<file path="src/rtl/sprite_memory_writer.sv">
// Write-side loader for the sprite memory bank: validates a load command, then turns a
// valid/ready byte stream into sequential SRAM write strobes, always yielding to display reads.
module sprite_memory_writer #(
  parameter int ELEMENTS   = 5,
  parameter int ADDR_WIDTH = 16,
  parameter int DATA_WIDTH = 8
) (
  input  logic                  clk,
  input  logic                  reset,
  input  logic                  start,
  input  logic [ELEMENTS-1:0]   cmd_element,
  input  logic [ADDR_WIDTH-1:0] cmd_base,
  input  logic [ADDR_WIDTH-1:0] cmd_length,
  input  logic                  abort,
  input  logic                  in_valid,
  input  logic [DATA_WIDTH-1:0] in_data,
  output logic                  in_ready,
  input  logic                  read_enable,
  output logic                  wr_enable,
  output logic [ELEMENTS-1:0]   wr_element,
  output logic [ADDR_WIDTH-1:0] wr_address,
  output logic [DATA_WIDTH-1:0] wr_data,
  output logic                  busy,
  output logic                  done,
  output logic                  error,
  output logic [ADDR_WIDTH-1:0] words_written
);

  typedef enum logic [1:0] {IDLE, LOAD, DONE} state_t;

  state_t                state_q, state_d;
  logic                  pending_q, pending_d;
  logic                  error_q, error_d;
  logic [ELEMENTS-1:0]   elem_q, elem_d;
  logic [ADDR_WIDTH-1:0] base_q, base_d;
  logic [ADDR_WIDTH-1:0] len_q, len_d;
  logic [ADDR_WIDTH-1:0] acc_q, acc_d;
  logic [ADDR_WIDTH-1:0] words_q, words_d;
  logic [ADDR_WIDTH-1:0] addr_q, addr_d;
  logic [DATA_WIDTH-1:0] data_q, data_d;

  logic [ADDR_WIDTH:0]   depth;
  logic [ADDR_WIDTH:0]   cmd_end;
  logic                  elem_ok;
  logic                  cmd_ok;
  logic                  xfer;
  logic                  last_write;

  // Unknown element codes map to depth 0 so they can never pass the bounds test either.
  always_comb begin
    depth   = '0;
    elem_ok = 1'b1;
    case (cmd_element)
      ELEMENTS'(1): depth = (ADDR_WIDTH+1)'(625);
      ELEMENTS'(2): depth = (ADDR_WIDTH+1)'(256);
      ELEMENTS'(3): depth = (ADDR_WIDTH+1)'(400);
      ELEMENTS'(4): depth = (ADDR_WIDTH+1)'(10000);
      ELEMENTS'(5): depth = (ADDR_WIDTH+1)'(625);
      default:      elem_ok = 1'b0;
    endcase
  end

  // Sum carried one bit wider so a base near the top of the address space cannot wrap.
  assign cmd_end = {1'b0, cmd_base} + {1'b0, cmd_length};
  assign cmd_ok  = elem_ok && (cmd_length != '0) && (cmd_end <= depth);

  assign in_ready      = (state_q == LOAD) && !read_enable && (acc_q < len_q);
  assign xfer          = in_valid && in_ready;
  assign wr_enable     = pending_q && !read_enable;
  assign last_write    = (words_q == len_q - ADDR_WIDTH'(1));
  assign done          = wr_enable && (state_q == LOAD) && !abort && last_write;
  assign busy          = (state_q == LOAD);
  assign error         = error_q;
  assign wr_element    = elem_q;
  assign wr_address    = addr_q;
  assign wr_data       = data_q;
  assign words_written = words_q;

  always_comb begin
    state_d   = state_q;
    pending_d = pending_q;
    error_d   = error_q;
    elem_d    = elem_q;
    base_d    = base_q;
    len_d     = len_q;
    acc_d     = acc_q;
    words_d   = words_q;
    addr_d    = addr_q;
    data_d    = data_q;
    case (state_q)
      IDLE: begin
        if (start) begin
          if (cmd_ok) begin
            elem_d    = cmd_element;
            base_d    = cmd_base;
            len_d     = cmd_length;
            acc_d     = '0;
            words_d   = '0;
            error_d   = 1'b0;
            pending_d = 1'b0;
            state_d   = LOAD;
          end else begin
            error_d = 1'b1;
          end
        end
      end
      LOAD: begin
        if (wr_enable) begin
          words_d   = words_q + ADDR_WIDTH'(1);
          pending_d = 1'b0;
        end
        // A write retiring in the abort cycle did reach the SRAM, so it stays counted.
        if (abort) begin
          pending_d = 1'b0;
          state_d   = IDLE;
        end else begin
          if (xfer) begin
            pending_d = 1'b1;
            addr_d    = base_q + acc_q;
            data_d    = in_data;
            acc_d     = acc_q + ADDR_WIDTH'(1);
          end
          if (done) state_d = DONE;
        end
      end
      DONE:    state_d = IDLE;
      default: state_d = IDLE;
    endcase
  end

  always_ff @(posedge clk or negedge reset) begin
    if (!reset) begin
      state_q   <= IDLE;
      pending_q <= 1'b0;
      error_q   <= 1'b0;
      elem_q    <= '0;
      base_q    <= '0;
      len_q     <= '0;
      acc_q     <= '0;
      words_q   <= '0;
      addr_q    <= '0;
      data_q    <= '0;
    end else begin
      state_q   <= state_d;
      pending_q <= pending_d;
      error_q   <= error_d;
      elem_q    <= elem_d;
      base_q    <= base_d;
      len_q     <= len_d;
      acc_q     <= acc_d;
      words_q   <= words_d;
      addr_q    <= addr_d;
      data_q    <= data_d;
    end
  end

endmodule

</file>
<file path="config.mk">
export PLATFORM = sky130hd
export DESIGN_NAME = sprite_memory_writer
export DESIGN_NICKNAME = d
export VERILOG_FILES = /design/src/rtl/sprite_memory_writer.sv
export SDC_FILE = /design/constraint.sdc
export NUM_CORES = 1
export LEC_CHECK = 0
export CAP_MARGIN = 0
export CORE_MARGIN = 10
export CORE_UTILIZATION = 30
export DETAILED_ROUTE_END_ITERATION = 10
export SLEW_MARGIN = 40
export SYNTH_ARGS = -nofsm -noshare
export SYNTH_HDL_FRONTEND = slang
export SYNTH_SLANG_ARGS = --single-unit
</file>
<file path="constraint.sdc">
create_clock -name clk -period 3.2 [get_ports clk]
set_input_delay 0.48 -clock clk [delete_from_list [all_inputs] [get_ports clk]]
set_output_delay 0.48 -clock clk [all_outputs]
set_load 0.05 [all_outputs]
</file>
-- After elaboration in Yosys (flattened, before gate mapping)
Cells that the tools add are included.
- output and inout bits: 50
- flip-flop bits (word level): 97
- word-level logic and storage cells: 76
- bits of input ports: 51
- bitwise operators: 1
- $lt $le $gt $ge: 2
- mux-type cells: 21
- reduce and logical (&&, ||, !) cells: 23
- eq/ne operators: 14
- add/subtract/negate cells: 5
- operator list (operator ; number):
    16-bit 2-to-1 mux ; 5
    16-bit one-hot mux with 2 select lines ; 2
    14-bit one-hot mux with 4 select lines ; 1
    16-bit by 1-bit adder with 16-bit output, second input constant ; 2
    16-bit by 16-bit adder with 17-bit output ; 1
    17-bit less-or-equal comparator ; 1
    16-bit adder ; 1
    16-bit equality test ; 1
    16-bit < comparator ; 1
    16-bit nonzero test ; 1
    16-bit by 1-bit subtractor with 16-bit output, second input constant ; 1
    5-bit by 2-bit equality test with 1-bit output, second input constant ; 2
    5-bit by 3-bit equality test with 1-bit output, second input constant ; 2
    1-bit logical AND ; 9
    3-bit AND reduction ; 3
    2-bit 2-to-1 mux ; 4
    2-bit != test, second input constant ; 4
    4-bit AND reduction ; 2
    1-bit 2-to-1 mux ; 7
    5-bit by 1-bit equality test with 1-bit output, second input constant ; 1
    5-bit AND reduction ; 1
    5-bit OR reduction ; 1
    4-bit by 3-bit != test with 1-bit output, second input constant ; 1
    2-bit one-hot mux with 2 select lines ; 1
    other kinds (10) ; 11

-- Depth between registers and ports, before layout
Gate-level depths: netlist of the first run.
- word-level depth: 8
- mapped depth: 22
- mapped depth without buffers: 20

-- Worst setup path before layout of the first run
No wires, ideal clock.
- kind: input to register
- start: input cmd_base[0]
- end: register base_q[10]
- required time: 3.072 ns
- buffers on the path: 1
- stages: 17
- library setup time: 0.128 ns
- arrival: 3.824 ns
- setup slack: -0.752 ns
- path through: ha_1 -> inv_1 -> fa_1 -> and2b_1 -> o2111ai_1 -> nand3_1 -> o21ai_0 -> xnor2_1 -> ha_1 -> a211oi_1 -> a21oi_1 -> nor4_1 -> a21o_1 -> a41oi_1 -> a2111oi_2 -> buf_2 -> mux2_1
- word-level cells in the longest chain between the ends: 4
- ends and longest elaborated chain (element ; RTL line ; text):
    start, declared ; 12 ; input logic [ADDR_WIDTH-1:0] cmd_base,
    16-bit by 16-bit adder with 17-bit output ; 64 ; assign cmd_end = {1'b0, cmd_base} + {1'b0, cmd_length};
    17-bit less-or-equal comparator ; 65 ; assign cmd_ok = elem_ok && (cmd_length != '0) && (cmd_end <= depth);
    1-bit logical AND ; 65 ;
    3-bit AND reduction (no line) ; - ;
    end signal, assigned ; 148 ; base_q <= base_d;
    end, declared ; 35 ; logic [ADDR_WIDTH-1:0] base_q, base_d;
No other way between the ends.
A chain may end at the register's enable or synchronous reset.

-- Worst setup path after layout of the first run
- start: input cmd_base[0]
- end: register words_q[13] (netlist: words_written[13])
- word-level cells in the longest chain between the ends: 5
- ends and longest elaborated chain (element ; RTL line ; text):
    16-bit by 16-bit adder with 17-bit output ; 64 ;
    17-bit less-or-equal comparator ; 65 ;
    1-bit logical AND ; 65 ;
    2-bit != test (no line) ; - ;
    4-bit AND reduction (no line) ; - ;
    end signal, assigned ; 151 ; words_q <= words_d;
    end, declared ; 38 ; logic [ADDR_WIDTH-1:0] words_q, words_d;
No other way between the ends.

==> results of run 1 <==
-- area by class of cell --
type | instances | share of cell area
Inverter | 45 | 0.01727
Tap cell | 280 | 0.03581
Sequential cell | 97 | 0.2481
Multi-Input combinational cell | 566 | 0.4577
Clock buffer | 10 | 0.02341
Clock inverter | 6 | 0.004477
Timing Repair Buffer | 221 | 0.2132
-- repair_timing --
item                                    4_1_cts  5_1_grt
gates cloned                                  3        1
hold buffers                                  0        0
endpoints found under the setup margin       73       73
buffers inserted                             19        8
resized for setup                           111       58
pin swaps                                    24       23
-- per-stage QoR --
stage	area [sq um]	cells	hold slack, ns
floorplan	6849	732	0.1844
global placement	8806	1185	0.4622
detailed placement	8806	1185	0.4712
CTS	9567	1221	0.2368
global route	9782	1225	0.1337
finish	9782	1225	0.09925
-- cell families after synthesis --
family,after synthesis
AOI/OAI and AO/OA,158
muxes,35
xor gates and xnor gates,61
DFF,97
and+or+nand+nor,252
buffers and inverters,69
adders and majority gates,60
-- routing by layer --
layer / global-route usage / part of all wire / up-vias
met5: 0 / 0 / -
met4: 0.03752 / 0.012 / 0
met3: 0.02987 / 0.046 / 15
met2: 0.2304 / 0.48 / 114
met1: 0.1910 / 0.46 / 2855
li1: - / - / 3044
-- registers in the layout, summed over array words and instances, names as in the netlist --
name / flops
acc_q: 16
base_q: 16
error: 1
len_q: 16
pending_q: 1
state_q: 2
words_written: 16
wr_address: 16
wr_data: 8
wr_element: 5
-- worst max path at each step --
stage,from,endpoint,slack [ns]
after CTS,cmd_base[0],wr_element[2]$_DFFE_PN0P_,-0.54
after floorplan,cmd_base[0],base_q[14]$_DFFE_PN0P_,-0.44
final,cmd_base[0],words_written[13]$_DFFE_PN0P_,-0.45
after global routing,cmd_base[3],acc_q[1]$_DFFE_PN0P_,-0.66
after detailed placement,cmd_length[0],len_q[10]$_DFFE_PN0P_,-1.36
after global placement,cmd_base[0],pending_q$_DFFE_PN0P_,-1.30
-- placed cells by master (no fill, tap or decap), drive strengths merged, types with 3 or more instances in the layout --
master,netlist,routed
buf,13,126
ha,58,58
mux2,31,31
clkdlybuf4s15,0,8
clkinv,0,4
nor3,21,21
and3,15,15
or3,9,9
a211o,6,6
clkdlybuf4s50,0,75
o221ai,3,3
nand2,66,66
o31ai,3,3
mux2i,4,4
o22a,3,3
a21o,7,7
o21bai,3,3
or2,4,4
inv,45,46
o22ai,3,3
o211ai,4,4
dlygate4sd2,0,9
a21oi,33,33
o2bb2ai,3,3
o21ai,59,59
clkbuf,11,13
nor2,53,53
nand4,11,11
a31oi,7,7
xnor2,36,36
a211oi,6,6
dfrtp,97,97
nor2b,9,9
nand2b,8,8
o21a,6,6
xor2,25,25
nand3,32,32
nor4,14,14
-- power by group through the flow --
stage          Clock, mW  Combinational [mW]  Sequential (mW)
6_report            1.03                1.05             1.44
5_1_grt             1.10                1.16             1.45
4_1_cts             1.05                1.01             1.44
3_5_place_dp           0               0.946             1.46
3_3_place_gp           0               0.939             1.46
2_1_floorplan          0               0.550             1.45
==> flow_metrics.env, run 1 <==
export IMPL_status="finished with violations"
export IMPL_violations="negative setup slack"
export IMPL_max_clock_freq_mhz=274.2
export IMPL_drv_slew=0
export IMPL_cts_root_buf="clkbuf_16"
export IMPL_synthXorXnorAreaFrac=0.08002
export IMPL_synth_most_common_cell="dfrtp_1"
export IMPL_nets=1051
export IMPL_cts_max_level=3
export IMPL_multiInputGateArea_sq_mm=0.004477
export IMPL_critical_path_required_ns=3.45
export IMPL_layout_setup_ws_ns=-0.4475
export IMPL_combPwrFrac=0.298
export IMPL_yosys_area_share_simple=0.1900
export IMPL_arrival_ns=3.89
export IMPL_cp_max_fo=9
export IMPL_start_util=0.3050
export IMPL_cts_tree="yes"
export IMPL_cts_buffers=9
export IMPL_track_usage=0.1432
export IMPL_synth_edff_count=0
export IMPL_clk_path_buf_depth=2
export IMPL_yosys_area_top_type="dfrtp_1"
export IMPL_pwr_share_seq=0.409
export IMPL_die_area_sq_mm=0.02862
export IMPL_setup_tns_ns=-22.33
export IMPL_overflow=0
export IMPL_synth_area_per_cell_sq_um=9.121
export IMPL_p_leak_nw=4.403
export IMPL_drt_pass1_iter_count=4
export IMPL_synth_area_top_cells="dfrtp_1, ha_1, xnor2_1"
export IMPL_cap_violations=0
export IMPL_drc=0
export IMPL_peakVddDrop_v=0.0002719
export IMPL_hp_class="in -> async"
export IMPL_ys_seq_elements=97
export IMPL_syn2layout_area_growth_pct=46.51
export IMPL_internal_power_mw=2.373
export IMPL_syn_inst=732
export IMPL_tightest_slew_ns=0.5753
export IMPL_path_class="in -> reg"
export IMPL_synth_area_sq_mm=0.006676
export IMPL_max_stage_delay_ns=0.29
export IMPL_p_total_mw=3.518
export IMPL_synthFlopType="dfrtp_1"
export IMPL_pwr_share_clk=0.292
export IMPL_async_flop_share=1.000
export IMPL_grt_max_degree=58
export IMPL_clk_latency_ns=0.36
export IMPL_critPathCaptureType="flip-flop"
export IMPL_die_h_microns=169.2
export IMPL_viasPerCell=4.921
export IMPL_powerDensity_mw_per_mm2=359.6
export IMPL_yosysUniqueCellTypes=64
export IMPL_drive_gt1_frac=0.2847
export IMPL_drt_iter0_drc=403
export IMPL_rows=54
export IMPL_cp_slowest_cell="ha_1"
export IMPL_vias=6028
export IMPL_synth_top_family_by_area="simple AND/OR/NAND/NOR gates"
export IMPL_finalHoldViolations=0
export IMPL_r2r_end="acc_q[9]$_DFFE_PN0P_"
export IMPL_r2r_slack_ns=0.44
export IMPL_ant_nets=0
export IMPL_post_dp_hpwl_microns=15820
export IMPL_reg2reg_depth=12
export IMPL_ios=101
export IMPL_wl_per_cell_microns=16.81
export IMPL_synth_compound_area_share=0.1510
export IMPL_nFillCells=2132
export IMPL_critPathLaunchType="input pin"
export IMPL_clock_sinks=97
export IMPL_port_buffers=100
export IMPL_synth_top_area_share=0.3636
export IMPL_swShare=0.3255
export IMPL_synth_nets=843
export IMPL_diodes=0
export IMPL_synth_adder_area_share=0.1147
export IMPL_yosysSeqAreaShare=0.3636
export IMPL_routed_wl_microns=20600
export IMPL_p_switching_mw=1.145
export IMPL_worstSetupPathDepth=23
export IMPL_relSlewSlack=0.6165
export IMPL_post_route_period_util=1.140
export IMPL_netlist_top_cells_count="dfrtp_1, nand2_1, ha_1"
export IMPL_final_core_util=0.4468
export IMPL_setup_viol=73
export IMPL_gp_congestion=0.8822
export IMPL_cp_buffers_inverters=5
export IMPL_core_area_sq_mm=0.02189
export IMPL_yosys_warnings=0
export IMPL_clock_skew_ns=0.01106
export IMPL_rsz0062_at_grt="true"
export IMPL_r2r_start="len_q[9]$_DFFE_PN0P_"
export IMPL_ff_latch_area_sq_mm=0.002427
export IMPL_crit_chain="buf_8 > ha_4 > inv_2 > fa_2 > and2b_1 > o2111ai_2 > nand3_2 > o21ai_2 > nor2b_1 > o21ai_1 > a21oi_1 > ha_1 > nand4_1 > nor2_2 > buf_4 > o221ai_2 > a21o_1 > a41oi_2 > a2111oi_4 > buf_4 > buf_12 > o21a_1 > a211o_1"
export IMPL_die_w_microns=169.2
export IMPL_clkTransAtPathRegs_ns=0.07
export IMPL_antenna_found_initial=0
export IMPL_pre_cts_slack_ns=-1.360
export IMPL_grt_pass1_wl_microns=33230
export IMPL_post_route_min_period_ns=3.648
export IMPL_critPathTopFamily="compound AO/OA/AOI/OAI gates"
export IMPL_grt_pass1_vias=6117
export IMPL_critPathMostFrequentCell="buf_4"
export IMPL_muxShareOfSynthArea=0.05885
Note: power is estimated with default switching activity, not from simulation.
==> inputs of run 2 (changes only) <==
==> constraint.sdc (replaced) <==
create_clock -name clk -period 3.9 [get_ports clk]
set_input_delay 0.585 -clock clk [delete_from_list [all_inputs] [get_ports clk]]
set_output_delay 0.585 -clock clk [all_outputs]
set_load 0.05 [all_outputs]
==> run 2 against run 1 <==
Compared with the run above:
- the flow now finishes without violations
- routed wire length down 0.75%
- die area stayed put
- sequential cell count unchanged
- design area decreased by 2.8%
- power shrank 18%
- clock skew fell by 0.0037 ns
- worst setup slack improved by 0.46 ns
- clock-buffer cell count increased by 4
- critical endpoint is now words_written[0]$_DFFE_PN0P_
- largest power group unchanged
==> flow_metrics.env, run 2 (synthesis gave the netlist of run 1 again) <==
export IMPL_dr_max_layer_used="met5"
export IMPL_diodes=0
export IMPL_critPathLaunchType="input pin"
export IMPL_post_dp_hpwl_microns=16020
export IMPL_setup_tns_ns=0
export IMPL_tightest_slew_ns=0.6796
export IMPL_cp_max_fo=7
export IMPL_drv_slew=0
export IMPL_die_w_microns=169.2
export IMPL_path_class="in -> reg"
export IMPL_cap_violations=0
export IMPL_pre_cts_slack_ns=-1.071
export IMPL_clock_skew_ns=0.007367
export IMPL_wl_per_cell_microns=17.04
export IMPL_routed_wl_microns=20440
export IMPL_nets=1027
export IMPL_overflow=0
export IMPL_clk_latency_ns=0.35
export IMPL_rsz0062_at_grt="true"
export IMPL_die_h_microns=169.2
export IMPL_finalHoldViolations=0
export IMPL_status="complete, no violations"
export IMPL_clkTransAtPathRegs_ns=0.06
export IMPL_powerDensity_mw_per_mm2=304.0
export IMPL_cts_root_buf="clkbuf_16"
export IMPL_arrival_ns=4.12
export IMPL_ios=101
export IMPL_post_dp_cell_area_sq_mm=0.008513
export IMPL_clk_path_buf_depth=2
export IMPL_final_area_sq_mm=0.009504
export IMPL_cts_buffers=9
export IMPL_relSlewSlack=0.5427
export IMPL_vias=6094
export IMPL_port_buffers=100
export IMPL_final_cell_mix="dfrtp_1, buf_4, clkdlybuf4s50_1"
export IMPL_drc=0
export IMPL_setup_viol=0
export IMPL_instances_no_fill=1200
export IMPL_placed_cells=1164
export IMPL_post_route_period_util=0.9968
export IMPL_drt_pass1_iter_count=5
export IMPL_rows=54
export IMPL_track_usage=0.1403
export IMPL_peakVddDrop_v=0.0001919
export IMPL_wl_met1_microns=9313
export IMPL_viasPerCell=5.078
export IMPL_critPathCaptureType="flip-flop"
export IMPL_max_clock_freq_mhz=257.2
export IMPL_start_util=0.3050
export IMPL_wl_met2_microns=9537
export IMPL_critical_path_required_ns=4.13
export IMPL_drive_gt1_frac=0.2359
export IMPL_post_route_min_period_ns=3.888
export IMPL_die_area_sq_mm=0.02862
export IMPL_core_area_sq_mm=0.02189
export IMPL_dr_wl_met3_microns=1195
export IMPL_p_leak_nw=4.264
export IMPL_ant_nets=0
export IMPL_cts_tree="yes"
export IMPL_antenna_found_initial=1
export IMPL_hp_class="in -> async"
export IMPL_clock_sinks=97
export IMPL_syn2layout_area_growth_pct=42.35
export IMPL_layout_setup_ws_ns=0.01241
export IMPL_cts_max_level=3
export IMPL_grt_pass1_wl_microns=32600
export IMPL_cts_hold_buf=0
export IMPL_grt_pass1_vias=6086
export IMPL_grt_max_degree=58
export IMPL_drt_iter0_drc=359
export IMPL_layout_commonest_cell="dfrtp_1"
export IMPL_gp_congestion=0.8764
==> run 2: cell count changes in the layout (fill, tap and decap cells not counted), sizes merged <==
cell / change
buf: -24
clkdlybuf4s15: -5
dlygate4sd2: +5
clkinv: -4
clkbuf: +3
clkdlybuf4s50: +1
inv: -1
==> run 2: cell type report <==
type,instances,area (sq um)
Fill cell,2185,12390
Multi-Input combinational cell,566,4400
Sequential cell,97,2427
Timing Repair Buffer,197,1856
Tap cell,280,350.3
Clock buffer,14,294.0
Inverter,45,168.9
Clock inverter,1,7.507
==> run 2: critical path, cell delays in order <==
cell and delay [ns]:
clkdlybuf4s15_1 0.22, ha_4 0.21, a211oi_4 0.25, o21ai_2 0.14
a31oi_1 0.23, o21bai_1 0.12, a21oi_2 0.18, xnor2_2 0.09
ha_1 0.23, a211oi_2 0.20, a21oi_2 0.10, nor4_2 0.26
a21o_1 0.18, a41oi_2 0.16, a2111oi_4 0.29, buf_12 0.19
buf_8 0.14, nor2_4 0.07, mux2_2 0.26
==> run 2: what timing repair did <==
| action | in CTS | in global routing |
|---|---|---|
| gates resized for setup | 91 | 69 |
| pin swaps | 19 | 36 |
| buffers inserted | 17 | 5 |
| setup endpoints to repair | 73 | 73 |
| cloned | 1 | 1 |
==> run 2: final timing paths <==
kind	slack, ns	cells past startpoint	endpoint	start
min in group clk	0.48	2	wr_address[12]$_DFFE_PN0P_	wr_address[12]$_DFFE_PN0P_
worst max register to register	0.97	10	wr_data[5]$_DFFE_PN0P_	len_q[9]$_DFFE_PN0P_
worst max-delay path	0.01	19	words_written[0]$_DFFE_PN0P_	cmd_base[2]
worst min register to register	0.48	2	wr_address[12]$_DFFE_PN0P_	wr_address[12]$_DFFE_PN0P_
max in group asynchronous	2.97	3	wr_address[14]$_DFFE_PN0P_	reset
worst min-delay path	0.09	1	wr_data[0]$_DFFE_PN0P_	reset
==> run 2: stage by stage <==
stage,util,total power [mW],hold WS (ns)
after floorplan,-,1.607,0.2894
after global placement,0.3889,1.898,0.4625
after detailed placement,0.3889,1.902,0.4691
after CTS,0.4209,2.865,0.3222
after global routing,0.4342,3.053,0.08265
final,0.4342,2.889,0.08942
==> run 2: power breakdown <==
group | leakage, nW | switching, mW | total [mW] | internal (mW)
clock network | 0.147 | 0.380 | 0.896 | 0.517
logic | 2.85 | 0.414 | 0.807 | 0.393
registers | 1.27 | 0.0991 | 1.19 | 1.09
total | 4.26 | 0.892 | 2.89 | 2.00
==> run 2: per-layer routing <==
metal,global-route usage,vias to the layer above
met1,0.1793,2933
met4,0.03602,2
met5,0,-
li1,-,2981
met3,0.03868,28
met2,0.2285,150
==> inputs of run 3 (changes only) <==
--- a/config.mk
+++ b/config.mk
@@ -5,6 +5,7 @@
 export SDC_FILE = /design/constraint.sdc
 export NUM_CORES = 1
 export LEC_CHECK = 0
+export ABC_AREA = 1
 export CAP_MARGIN = 0
 export CORE_MARGIN = 10
 export CORE_UTILIZATION = 30
==> run 3 against run 2 <==
Compared with the run above:
- clock power decreased by 3.0%
- power up 7.6%
- synthesized cell count is 38% higher
- via count up 16%
- sequential cell count is the same
- sequential share of layout area shrank 0.18 points
- critical path depth rose by 6
- register-to-register slack got worse by 0.29 ns
- sequential power fell by 4%
- critical endpoint is now acc_q[2]$_DFFE_PN0P_
==> flow_metrics.env, run 3 <==
export IMPL_critPathCaptureType="flip-flop"
export IMPL_status="complete, no violations"
export IMPL_final_core_util=0.3925
export IMPL_ios=101
export IMPL_wl_per_cell_microns=15.18
export IMPL_reg2reg_depth=13
export IMPL_path_class="in -> reg"
export IMPL_critPathLaunchType="input pin"
export IMPL_clock_skew_ns=0.009778
export IMPL_viasPerCell=4.767
export IMPL_synthFlopType="dfrtp_1"
export IMPL_core_area_sq_mm=0.02439
export IMPL_r2r_start="state_q[0]$_DFFE_PN0P_"
export IMPL_yosysUniqueCellTypes=43
export IMPL_syn2layout_area_growth_pct=28.39
export IMPL_synth_edff_count=0
export IMPL_cap_violations=0
export IMPL_cts_max_level=3
export IMPL_clk_latency_ns=0.35
export IMPL_grt_max_degree=84
export IMPL_netlist_top_cells_count="nand2_1, inv_1, dfrtp_1"
export IMPL_r2r_end="acc_q[5]$_DFFE_PN0P_"
export IMPL_cp_slowest_cell="clkdlybuf4s50_1"
export IMPL_cts_buffers=9
export IMPL_clkTransAtPathRegs_ns=0.07
export IMPL_critical_path_required_ns=4.15
export IMPL_peakVddDrop_v=0.0002174
export IMPL_finalHoldViolations=0
export IMPL_drc=0
export IMPL_ys_seq_elements=97
export IMPL_synth_most_common_cell="nand2_1"
export IMPL_synth_nets=1122
export IMPL_routed_wl_microns=22440
export IMPL_hp_class="in -> async"
export IMPL_placed_cells=1458
export IMPL_antenna_found_initial=0
export IMPL_drt_pass1_iter_count=5
export IMPL_powerDensity_mw_per_mm2=324.7
export IMPL_pre_cts_slack_ns=-0.3023
export IMPL_die_w_microns=177.7
export IMPL_track_usage=0.1408
export IMPL_layout_setup_ws_ns=0.1994
export IMPL_post_route_min_period_ns=3.701
export IMPL_synth_area_per_cell_sq_um=7.375
export IMPL_clk_path_buf_depth=2
export IMPL_start_util=0.3057
export IMPL_yosysSeqAreaShare=0.3256
export IMPL_drv_slew=0
export IMPL_cts_hold_buf=0
export IMPL_clock_sinks=97
export IMPL_rows=57
export IMPL_crit_start="cmd_base[0]"
export IMPL_port_buffers=100
export IMPL_cts_tree="yes"
export IMPL_final_cell_mix="nand2_1, inv_1, dfrtp_1, clkdlybuf4s50_1, nor2_1"
export IMPL_yosys_area_top_type="dfrtp_1"
export IMPL_vias=7046
export IMPL_synth_area_top_cells="dfrtp_1, nand2_1, ha_1"
export IMPL_cp_max_fo=8
export IMPL_ant_nets=0
export IMPL_arrival_ns=3.95
export IMPL_critPathMostFrequentCell="nand2_1"
export IMPL_post_dp_hpwl_microns=17520
export IMPL_drive_gt1_frac=0.1265
export IMPL_max_stage_delay_ns=0.50
export IMPL_overflow=0
export IMPL_nets=1261
export IMPL_timing_hold_ws_ns=0.2817
export IMPL_async_flop_share=1.000
export IMPL_p_leak_nw=4.543
export IMPL_tightest_slew_ns=0.7625
export IMPL_synth_area_sq_mm=0.007456
export IMPL_grt_pass1_wl_microns=35490
export IMPL_gp_congestion=0.8916
export IMPL_cts_root_buf="clkbuf_16"
export IMPL_die_h_microns=177.7
export IMPL_cp_endpoint="acc_q[2]$_DFFE_PN0P_"
export IMPL_instances_no_fill=1478
export IMPL_drt_iter0_drc=522
export IMPL_setup_viol=0
export IMPL_layout_commonest_cell="nand2_1"
export IMPL_post_route_period_util=0.9489
export IMPL_max_clock_freq_mhz=270.2
export IMPL_yosys_warnings=0
export IMPL_nFillCells=2565
export IMPL_syn_inst=1011
export IMPL_die_area_sq_mm=0.03156
export IMPL_synth_top_area_share=0.3256
export IMPL_p_total_mw=3.108
export IMPL_grt_pass1_vias=6596
export IMPL_r2r_slack_ns=0.68
export IMPL_relSlewSlack=0.4911
export IMPL_diodes=0
==> run 3: changes by cell type after synthesis, moves of 18 or more <==
cell,change
inv_1,+91
mux2_1,-19
nand2_1,+197
nand4_1,+33
o21ai_2,+27
xnor2_1,-18
==> run 3: area by class of cell <==
| type | count | area, sq um | share of cell area |
|---|---|---|---|
| Sequential cell | 97 | 2427 | 0.2536 |
| Tap cell | 324 | 405.4 | 0.04235 |
| Clock buffer | 11 | 232.7 | 0.02431 |
| Clock inverter | 4 | 45.04 | 0.004705 |
| Multi-Input combinational cell | 746 | 4457 | 0.4656 |
| Inverter | 144 | 540.5 | 0.05646 |
| Timing Repair Buffer | 152 | 1465 | 0.1531 |
==> run 3: worst min path at each step <==
stage / endpoint / start / cells after the start / slack [ns]
floorplan: acc_q[0]$_DFFE_PN0P_ / reset / 0 / 0.29
global placement: wr_data[2]$_DFFE_PN0P_ / wr_data[2]$_DFFE_PN0P_ / 2 / 0.46
detailed placement: wr_data[0]$_DFFE_PN0P_ / wr_data[0]$_DFFE_PN0P_ / 2 / 0.46
CTS: wr_data[5]$_DFFE_PN0P_ / reset / 1 / 0.33
global route: wr_data[4]$_DFFE_PN0P_ / reset / 1 / 0.34
finish: wr_data[4]$_DFFE_PN0P_ / reset / 1 / 0.28
==> run 3: logic make-up after synthesis <==
| kind of cell | share of synthesized area |
|---|---|
| adder cells (fa/ha/maj) | 0.1027 |
| AO/OA/AOI/OAI | 0.1200 |
| buffers and inverters | 0.09683 |
| flip-flops | 0.3256 |
| XOR/XNOR | 0.06528 |
| AND/OR/NAND/NOR | 0.2896 |
==> run 3: repair_timing <==
action	4_1_cts	5_1_grt
endpoints found under the setup margin	0	72
gates resized for setup	0	30
setup buffers	0	1
==> run 3: power by group <==
part | switching (mW) | internal (mW) | leakage [nW]
clock network | 0.378 | 0.491 | 0.139
registers | 0.0743 | 1.07 | 1.34
logic | 0.648 | 0.450 | 3.06
total | 1.10 | 2.01 | 4.54
==> run 3: through the flow <==
stage          cell area, sq um  setup TNS, ns
2_1_floorplan              7462              0
3_3_place_gp               9082         -11.42
3_5_place_dp               9086         -16.39
4_1_cts                    9364              0
5_1_grt                    9573        -0.1178
6_report                   9573              0
==> run 3: layer usage <==
layer | wire length [microns] | global-route usage | vias to the layer above
met5 | 0 | 0 | -
met2 | 10340 | 0.2229 | 159
met3 | 1220 | 0.02784 | 12
li1 | - | - | 3610
met1 | 10710 | 0.1950 | 3265
met4 | 167 | 0.02813 | 0
==> run 3: worst max-delay path: cells and delay by family <==
kind | cells | cell delay (ns)
buffers and inverters | 6 | 0.89
adder cells (fa/ha/maj) | 3 | 0.81
XOR/XNOR | 1 | 0.15
AND/OR/NAND/NOR | 15 | 1.52
